==> src/rtl/ysyx_24110015_exec_seq_pkg.sv <==
// Shared definitions for the multi-cycle execute sequencer: state encoding,
// default wait-state timeout and a state classification helper.
package ysyx_24110015_exec_seq_pkg;

  localparam int TIMEOUT_DEF = 255;

  typedef enum logic [2:0] {
    S_FETCH  = 3'd0,
    S_FWAIT  = 3'd1,
    S_DECODE = 3'd2,
    S_EXEC   = 3'd3,
    S_MEM    = 3'd4,
    S_MWAIT  = 3'd5,
    S_WB     = 3'd6,
    S_HALT   = 3'd7
  } state_t;

  // States that wait on a memory handshake and are therefore watched by the timer.
  function automatic logic is_wait_state(input state_t s);
    return (s == S_FETCH) || (s == S_FWAIT) || (s == S_MEM) || (s == S_MWAIT);
  endfunction

endpackage

==> src/rtl/ysyx_24110015_wait_timer.sv <==
// Counts cycles spent in one wait state; expired flags the TIMEOUT-th cycle
// so the sequencer can bail out on that same cycle if no handshake occurs.
module ysyx_24110015_wait_timer
  import ysyx_24110015_exec_seq_pkg::*;
#(
  parameter int TIMEOUT = TIMEOUT_DEF
) (
  input  logic clk,
  input  logic rst,
  input  logic clear,
  input  logic enable,
  output logic expired
);

  localparam int            W     = $clog2(TIMEOUT + 1);
  localparam logic [W-1:0]  LIMIT = W'(TIMEOUT - 1);

  logic [W-1:0] cnt_q, cnt_d;

  // cnt_q holds the number of earlier cycles in this state; saturates at LIMIT.
  assign expired = enable && (cnt_q >= LIMIT);

  always_comb begin
    cnt_d = cnt_q;
    if (clear) begin
      cnt_d = '0;
    end else if (enable && !expired) begin
      cnt_d = cnt_q + W'(1);
    end
  end

  always_ff @(posedge clk or posedge rst) begin
    if (rst) begin
      cnt_q <= '0;
    end else begin
      cnt_q <= cnt_d;
    end
  end

endmodule

==> src/rtl/ysyx_24110015_exec_seq.sv <==
// Multi-cycle instruction sequencer: walks fetch/decode/execute/memory/writeback,
// raises the datapath strobes, counts cycles and retired instructions.
module ysyx_24110015_exec_seq
  import ysyx_24110015_exec_seq_pkg::*;
#(
  parameter int TIMEOUT = TIMEOUT_DEF,
  parameter int CNT_W   = 32
) (
  input  logic             clk,
  input  logic             rst,
  output logic             imem_req_valid,
  input  logic             imem_req_ready,
  input  logic             imem_rsp_valid,
  output logic             imem_rsp_ready,
  output logic             dmem_req_valid,
  input  logic             dmem_req_ready,
  input  logic             dmem_rsp_valid,
  output logic             dmem_rsp_ready,
  input  logic             is_mem,
  input  logic             rf_wen_dec,
  input  logic             ebreak,
  output logic             ir_we,
  output logic             pc_we,
  output logic             rf_we,
  output logic             halt,
  output logic             err,
  output logic [CNT_W-1:0] cycle_cnt,
  output logic [CNT_W-1:0] instret,
  output state_t           dbg_state
);

  localparam logic [CNT_W-1:0] CNT_ONE = CNT_W'(1);

  state_t           state_q, state_d;
  logic             err_q, err_d;
  logic [CNT_W-1:0] cycle_q, cycle_d;
  logic [CNT_W-1:0] instret_q, instret_d;
  logic             tmr_clear, tmr_enable, tmr_expired;

  // Handshakes: a transfer happens on a rising edge where valid && ready are both 1;
  // valid is held until accepted and ready is only raised in the consuming wait state,
  // so a response can never be taken in the cycle its request is accepted.
  always_comb begin
    state_d   = state_q;
    err_d     = err_q;
    cycle_d   = (state_q == S_HALT) ? cycle_q : cycle_q + CNT_ONE;
    instret_d = (state_q == S_WB) ? instret_q + CNT_ONE : instret_q;
    unique case (state_q)
      S_FETCH: begin
        if (imem_req_ready) state_d = S_FWAIT;
        else if (tmr_expired) begin state_d = S_HALT; err_d = 1'b1; end
      end
      S_FWAIT: begin
        if (imem_rsp_valid) state_d = S_DECODE;
        else if (tmr_expired) begin state_d = S_HALT; err_d = 1'b1; end
      end
      S_DECODE: state_d = ebreak ? S_HALT : S_EXEC;
      S_EXEC:   state_d = is_mem ? S_MEM : S_WB;
      S_MEM: begin
        if (dmem_req_ready) state_d = S_MWAIT;
        else if (tmr_expired) begin state_d = S_HALT; err_d = 1'b1; end
      end
      S_MWAIT: begin
        if (dmem_rsp_valid) state_d = S_WB;
        else if (tmr_expired) begin state_d = S_HALT; err_d = 1'b1; end
      end
      S_WB:    state_d = S_FETCH;
      S_HALT:  state_d = S_HALT;
      default: state_d = S_HALT;
    endcase
  end

  // Any state change restarts the timer, so each wait state is timed from its entry.
  assign tmr_clear  = (state_d != state_q);
  assign tmr_enable = is_wait_state(state_q);

  ysyx_24110015_wait_timer #(
    .TIMEOUT (TIMEOUT)
  ) u_wait_timer (
    .clk     (clk),
    .rst     (rst),
    .clear   (tmr_clear),
    .enable  (tmr_enable),
    .expired (tmr_expired)
  );

  always_ff @(posedge clk or posedge rst) begin
    if (rst) begin
      state_q   <= S_FETCH;
      err_q     <= 1'b0;
      cycle_q   <= '0;
      instret_q <= '0;
    end else begin
      state_q   <= state_d;
      err_q     <= err_d;
      cycle_q   <= cycle_d;
      instret_q <= instret_d;
    end
  end

  // IR is loaded on every FWAIT cycle; the last load is the one at the response handshake.
  assign imem_req_valid = (state_q == S_FETCH);
  assign imem_rsp_ready = (state_q == S_FWAIT);
  assign ir_we          = (state_q == S_FWAIT);
  assign dmem_req_valid = (state_q == S_MEM);
  assign dmem_rsp_ready = (state_q == S_MWAIT);
  assign pc_we          = (state_q == S_WB);
  assign rf_we          = (state_q == S_WB) && rf_wen_dec;
  assign halt           = (state_q == S_HALT);
  assign err            = err_q;
  assign cycle_cnt      = cycle_q;
  assign instret        = instret_q;
  assign dbg_state      = state_q;

endmodule

==> config.mk <==
export PLATFORM = sky130hd
export DESIGN_NAME = ysyx_24110015_exec_seq
export DESIGN_NICKNAME = d
export VERILOG_FILES = /design/src/rtl/ysyx_24110015_exec_seq_pkg.sv /design/src/rtl/ysyx_24110015_wait_timer.sv /design/src/rtl/ysyx_24110015_exec_seq.sv
export SDC_FILE = /design/constraint.sdc
export NUM_CORES = 1
export LEC_CHECK = 0
export ABC_CLOCK_PERIOD_IN_PS = 7200
export CAP_MARGIN = 10
export CORE_MARGIN = 2
export CORE_UTILIZATION = 25
export CTS_CLUSTER_DIAMETER = 60
export DETAILED_ROUTE_END_ITERATION = 10
export PLACE_DENSITY = 0.46
export REMOVE_ABC_BUFFERS = 1
export SYNTH_ARGS = -nofsm -noshare
export SYNTH_HDL_FRONTEND = slang
export SYNTH_HIERARCHICAL = 1
export SYNTH_SLANG_ARGS = --single-unit
export TNS_END_PERCENT = 50
==> constraint.sdc <==
create_clock -name clk -period 7.2 [get_ports clk]
set_input_delay 0.72 -clock clk [delete_from_list [all_inputs] [get_ports clk]]
set_output_delay 0.72 -clock clk [all_outputs]
set_load 0.1 [all_outputs]
## Word level (Yosys, flattened, before mapping)

Cells that the tools add are included.

- Bits in registers: 76
- Bits in latches: 0
- Memory bits (writable): 0
- Bits in read-only memories: 0
- Input bits: 9
- Logic and storage cells: 48
- Memories kept: 0

- $add $sub $neg: 3
- $mul: 0
- Divide/modulo/power cells: 0
- Magnitude comparators: 1
- Eq/ne operators: 12
- Shift-type cells: 0
- Muxes and demuxes: 16
- Bitwise logic cells: 0
- Reduce and logical (&&, ||, !) cells: 11

Operator list:

| cell | number |
|---|---|
| $add A32 B1 Y32 const B | 2 |
| $pmux W3 S8 | 1 |
| $mux W3 | 6 |
| $mux W8 | 2 |
| $eq A3 B3 Y1 const B | 4 |
| $add A8 B1 Y8 const B | 1 |
| $ge A8 B8 Y1 const B | 1 |
| $ne A2 B2 Y1 const B | 4 |
| $eq A3 B2 Y1 const B | 2 |
| $mux W1 | 5 |
| $reduce_and A5 Y1 | 1 |
| $pmux W1 S4 | 1 |
| $reduce_bool A4 Y1 | 1 |
| $eq A3 B1 Y1 const B | 1 |
| $logic_and A1 B1 Y1 | 3 |
| $logic_not A3 Y1 | 1 |
| $logic_or A1 B1 Y1 | 3 |
| $ne A3 B3 Y1 | 1 |
| $mux W2 | 1 |
| $reduce_bool A2 Y1 | 1 |
| $logic_not A1 Y1 | 1 |

## Depth between registers and ports, before layout

- Depth after elaboration: 10
- Gate-level depth with buffers: 11

## Modules after synthesis

Netlist, hierarchy kept.

Modules (own cells, without submodules):

| module | instances | cells an instance | area each (sq um) | sequential area each (sq um) |
|---|---|---|---|---|
| ysyx_24110015_exec_seq | 1 | 307 | 3377.0 | 1701.6 |
| ysyx_24110015_wait_timer | 1 | 46 | 447.9 | 200.2 |

## Least setup slack after synthesis

No wires, ideal clock.

- Kind: flip-flop to output port
- Start point: reg state_q[1], in the netlist dbg_state[1]
- End point: out rf_we
- Arrival: 3.735 ns
- Path slack: 2.745 ns
- Stages on the path, launching flop included: 5
- Path through: dfrtp_1 buf_2 inv_1 nor2_1 and2_1

- Word-level cells in the longest chain between the ends: 2

RTL lines:

| item | line | RTL |
|---|---|---|
| from (decl) | ysyx_24110015_exec_seq.sv:34 | `state_t state_q, state_d;` |
| from (signal assigned) | ysyx_24110015_exec_seq.sv:94 | `state_q <= state_d;` |
| $eq A3 B3 Y1 | -- |  |
| via pc_we | ysyx_24110015_exec_seq.sv:23 | `output logic pc_we,` |
| $logic_and A1 B1 Y1 | ysyx_24110015_exec_seq.sv:108 | `assign rf_we = (state_q == S_WB) && rf_wen_dec;` |
| to (decl) | ysyx_24110015_exec_seq.sv:24 | `output logic rf_we,` |

The timed path passes the listed nets, and every way through them passes these cells.

## Final worst setup path

- Start point: reg state_q[2], in the netlist dbg_state[2]
- End point: out rf_we

- Word-level cells in the longest chain between the ends: 2

RTL lines:

| item | line |
|---|---|
| $eq A3 B3 Y1 | ysyx_24110015_exec_seq.sv:108 |
| $logic_and A1 B1 Y1 | ysyx_24110015_exec_seq.sv:108 |

No other way between the ends.

==> results.toml <==
[drt]
vias_per_cell = 4.69
dr.pass1.iters = 4
wl_mm = 9.27
num_vias = 2957
drcViolationCount = 0
antenna_left = 0
drtIter0Drc = 127
wl_per_cell_um = 14.7

[hold_path]
min_path_type = "reg2reg"

[synthesis]
synth.most_common_cell = "dfrtp_1"
ys_seq_area_share_pct = 49.7
ys_async_sr_fraction_pct = 100
yosys.area_share.simple_pct = 24.9
synthXorXnorAreaFrac_pct = 14.2
synth_edf_count = 0
synth_compound_area_share_pct = 5.59
syn_inst = 353
ys_top_cells_by_area = "dfrtp_1 50%, xnor2_1 11%, nand3_1 3.5%"
syn_area_mm2 = 0.00382
synth_top_family_by_area = "simple AND/OR/NAND/NOR gates"
synth_top_area_share_pct = 49.7
postSynthAreaPerCell_um2 = 10.8
synthDistinctLibCells = 47
synth.largest_area_cell = "dfrtp_1"
synth.mux.area_fraction_pct = 1.14
synth_seq_cells = 76
synth_fa_ha_area_share_pct = 1.31
synth_common_cells = "76 x dfrtp_1, 48 x xnor2_1, 27 x nand3_1"
synth-main-ff-cell = "dfrtp_1"
yosysWarnings = 6

[timing]
rsz0062_at_grt = "false"
fmax_mhz = 279
skew_ns = 0.00758
max-slew-margin-rel_pct = 31.2
worst_pin_slew_ns = 1.03
finalMaxSlewViolations = 0
finalSetupTns_ns = 0
finalHoldViolations = 0
period_needed_ns = 3.58
post-route-period-util_pct = 49.7
setup_viol = 0

[place]
portBuffers = 84
place_hpwl_mm = 6.65
gp_congestion = 0.759
place_area_mm2 = 0.00485

[clock_tree]
cts.clk_slew.worst_paths_ns = 0.06
clock_latency_ns = 0.34
cts_tree = "built"
clock_sinks = 76
cts_root_buf = "clkbuf_16"
htreeDepth = 3
numCtsBuffers = 9
max-clock-path-buffers = 2
cts_setup_buffers = 0
cts_hold_buf = 0
cts_resized = 0

[finish]
syn_to_final_growth_pct = 35.9
nets = 451
diodes = 0
drive_gt1_share_pct = 8.13
num-fill-cells = 1523
finalInstanceArea_mm2 = 0.00520

[pwr]
ir_drop_v = 0.000335
power_density_mw_per_mm2 = 371
p_leak_nw = 2.21

[status]
status = "completed"

[global_routing]
grt_start_max_net_pins = 37
grt_util_all_layers_pct = 12.0
overflow = 0
grt_pass1_vias = 2937
grt_pass1_wl_mm = 15.5
grt_antenna_before_repair = 0

[setup_path]
start_kind = "flip-flop"
worstPathArrival_ns = 2.86
crit_required_ns = 6.48
cp-end-kind = "output pin"
critical_path_class = "reg2out"
worst-path-max-fanout = 18

[die]
die_area_mm2 = 0.0163
io_pins = 85
initial_core_util_pct = 25.3
rows = 45
die_y_um = 128
fp.dieW_um = 128
coreArea_mm2 = 0.0151

[flow_run]
drv_cap = 0
[cell families after synthesis]
| group | after synthesis |
|---|---|
| AND/OR/NAND/NOR | 152 |
| flip-flops | 76 |
| XOR/XNOR | 62 |
| multiplexers | 4 |
| AO/OA/AOI/OAI | 30 |
| adder cells (fa/ha/maj) | 4 |
| buffers and inverters | 25 |
[layer usage]
layer / share of wire [%] / GRT usage (%) / up-vias
met5: 0 / 0 / -
met1: 49 / 16.5 / 1462
met3: 3.7 / 2.92 / 13
met2: 46 / 18.1 / 57
li1: - / - / 1425
met4: 1.7 / 4.85 / 0
[layout by cell type (no fill, tap or decap), types with 5 or more instances in the layout]
cell type,n
nand2_1,22
and3_1,12
a211oi_1,6
clkdlybuf4s50_1,84
clkbuf_16,9
and2_1,7
and4_1,8
nor2_1,16
inv_1,11
nand3_1,27
nor2b_1,5
nand4_1,21
a21oi_1,7
nor3_1,13
xor2_1,14
xnor2_1,48
dfrtp_1,76
[state kept, by name, summed over array words and instances (netlist names)]
signal and count:
instret 32, u_wait_timer/cnt_q 8, err 1, cycle_cnt 32, dbg_state 3
[worst paths after layout]
path | to | cells after the start | from | slack [ns]
hold reg to reg | err$_DFFE_PP0P_ | 1 | err$_DFFE_PP0P_ | 0.48
setup / recovery | rf_we | 4 | dbg_state[2]$_DFF_PP0_ | 3.62
min in group asynchronous | u_wait_timer/cnt_q[7]$_DFFE_PP0P_ | 2 | rst | 0.70
max in group asynchronous | instret[24]$_DFFE_PP0P_ | 3 | rst | 5.36
hold / removal | err$_DFFE_PP0P_ | 1 | err$_DFFE_PP0P_ | 0.48
setup reg to reg | u_wait_timer/cnt_q[1]$_DFFE_PP0P_ | 11 | u_wait_timer/cnt_q[0]$_DFFE_PP0P_ | 4.67
[per-stage QoR]
stage / worst slack, ns / util, % / hold WS, ns / instances / power, mW
6_report: 3.62 / 34.4 / 0.476 / 631 / 1.93
2_1_floorplan: 2.66 / - / 0.482 / 341 / 1.19
5_1_grt: 3.46 / 34.4 / 0.496 / 631 / 2.02
4_1_cts: 3.58 / 34.4 / 0.480 / 631 / 1.96
3_3_place_gp: 4.01 / 32.1 / 0.470 / 615 / 1.41
3_5_place_dp: 3.97 / 32.1 / 0.463 / 615 / 1.41
[cell type report]
| type | instances | area [um2] | area share [%] |
|---|---|---|---|
| well taps | 188 | 235 | 4.53 |
| multi-input cells | 252 | 1800 | 34.7 |
| inverters | 13 | 48.8 | 0.939 |
| clock buffers | 10 | 239 | 4.60 |
| flip-flops and latches | 76 | 1900 | 36.6 |
| clock inverters | 6 | 111 | 2.14 |
| repair buffers | 86 | 856 | 16.5 |
[power breakdown]
group / switching (mW) / total [mW] / internal (mW)
Sequential: 0.0940 / 0.570 / 0.476
Combinational: 0.625 / 0.826 / 0.201
Clock: 0.183 / 0.531 / 0.348
Total: 0.902 / 1.93 / 1.03
[critical path, stage by stage (launching register included)]
cell	delay, ns
dfrtp_1	0.68
nand2b_1	0.19
nor2_1	0.35
and2_1	0.18
clkdlybuf4s50_1	1.13
Note: power is estimated with default switching activity, not from simulation.
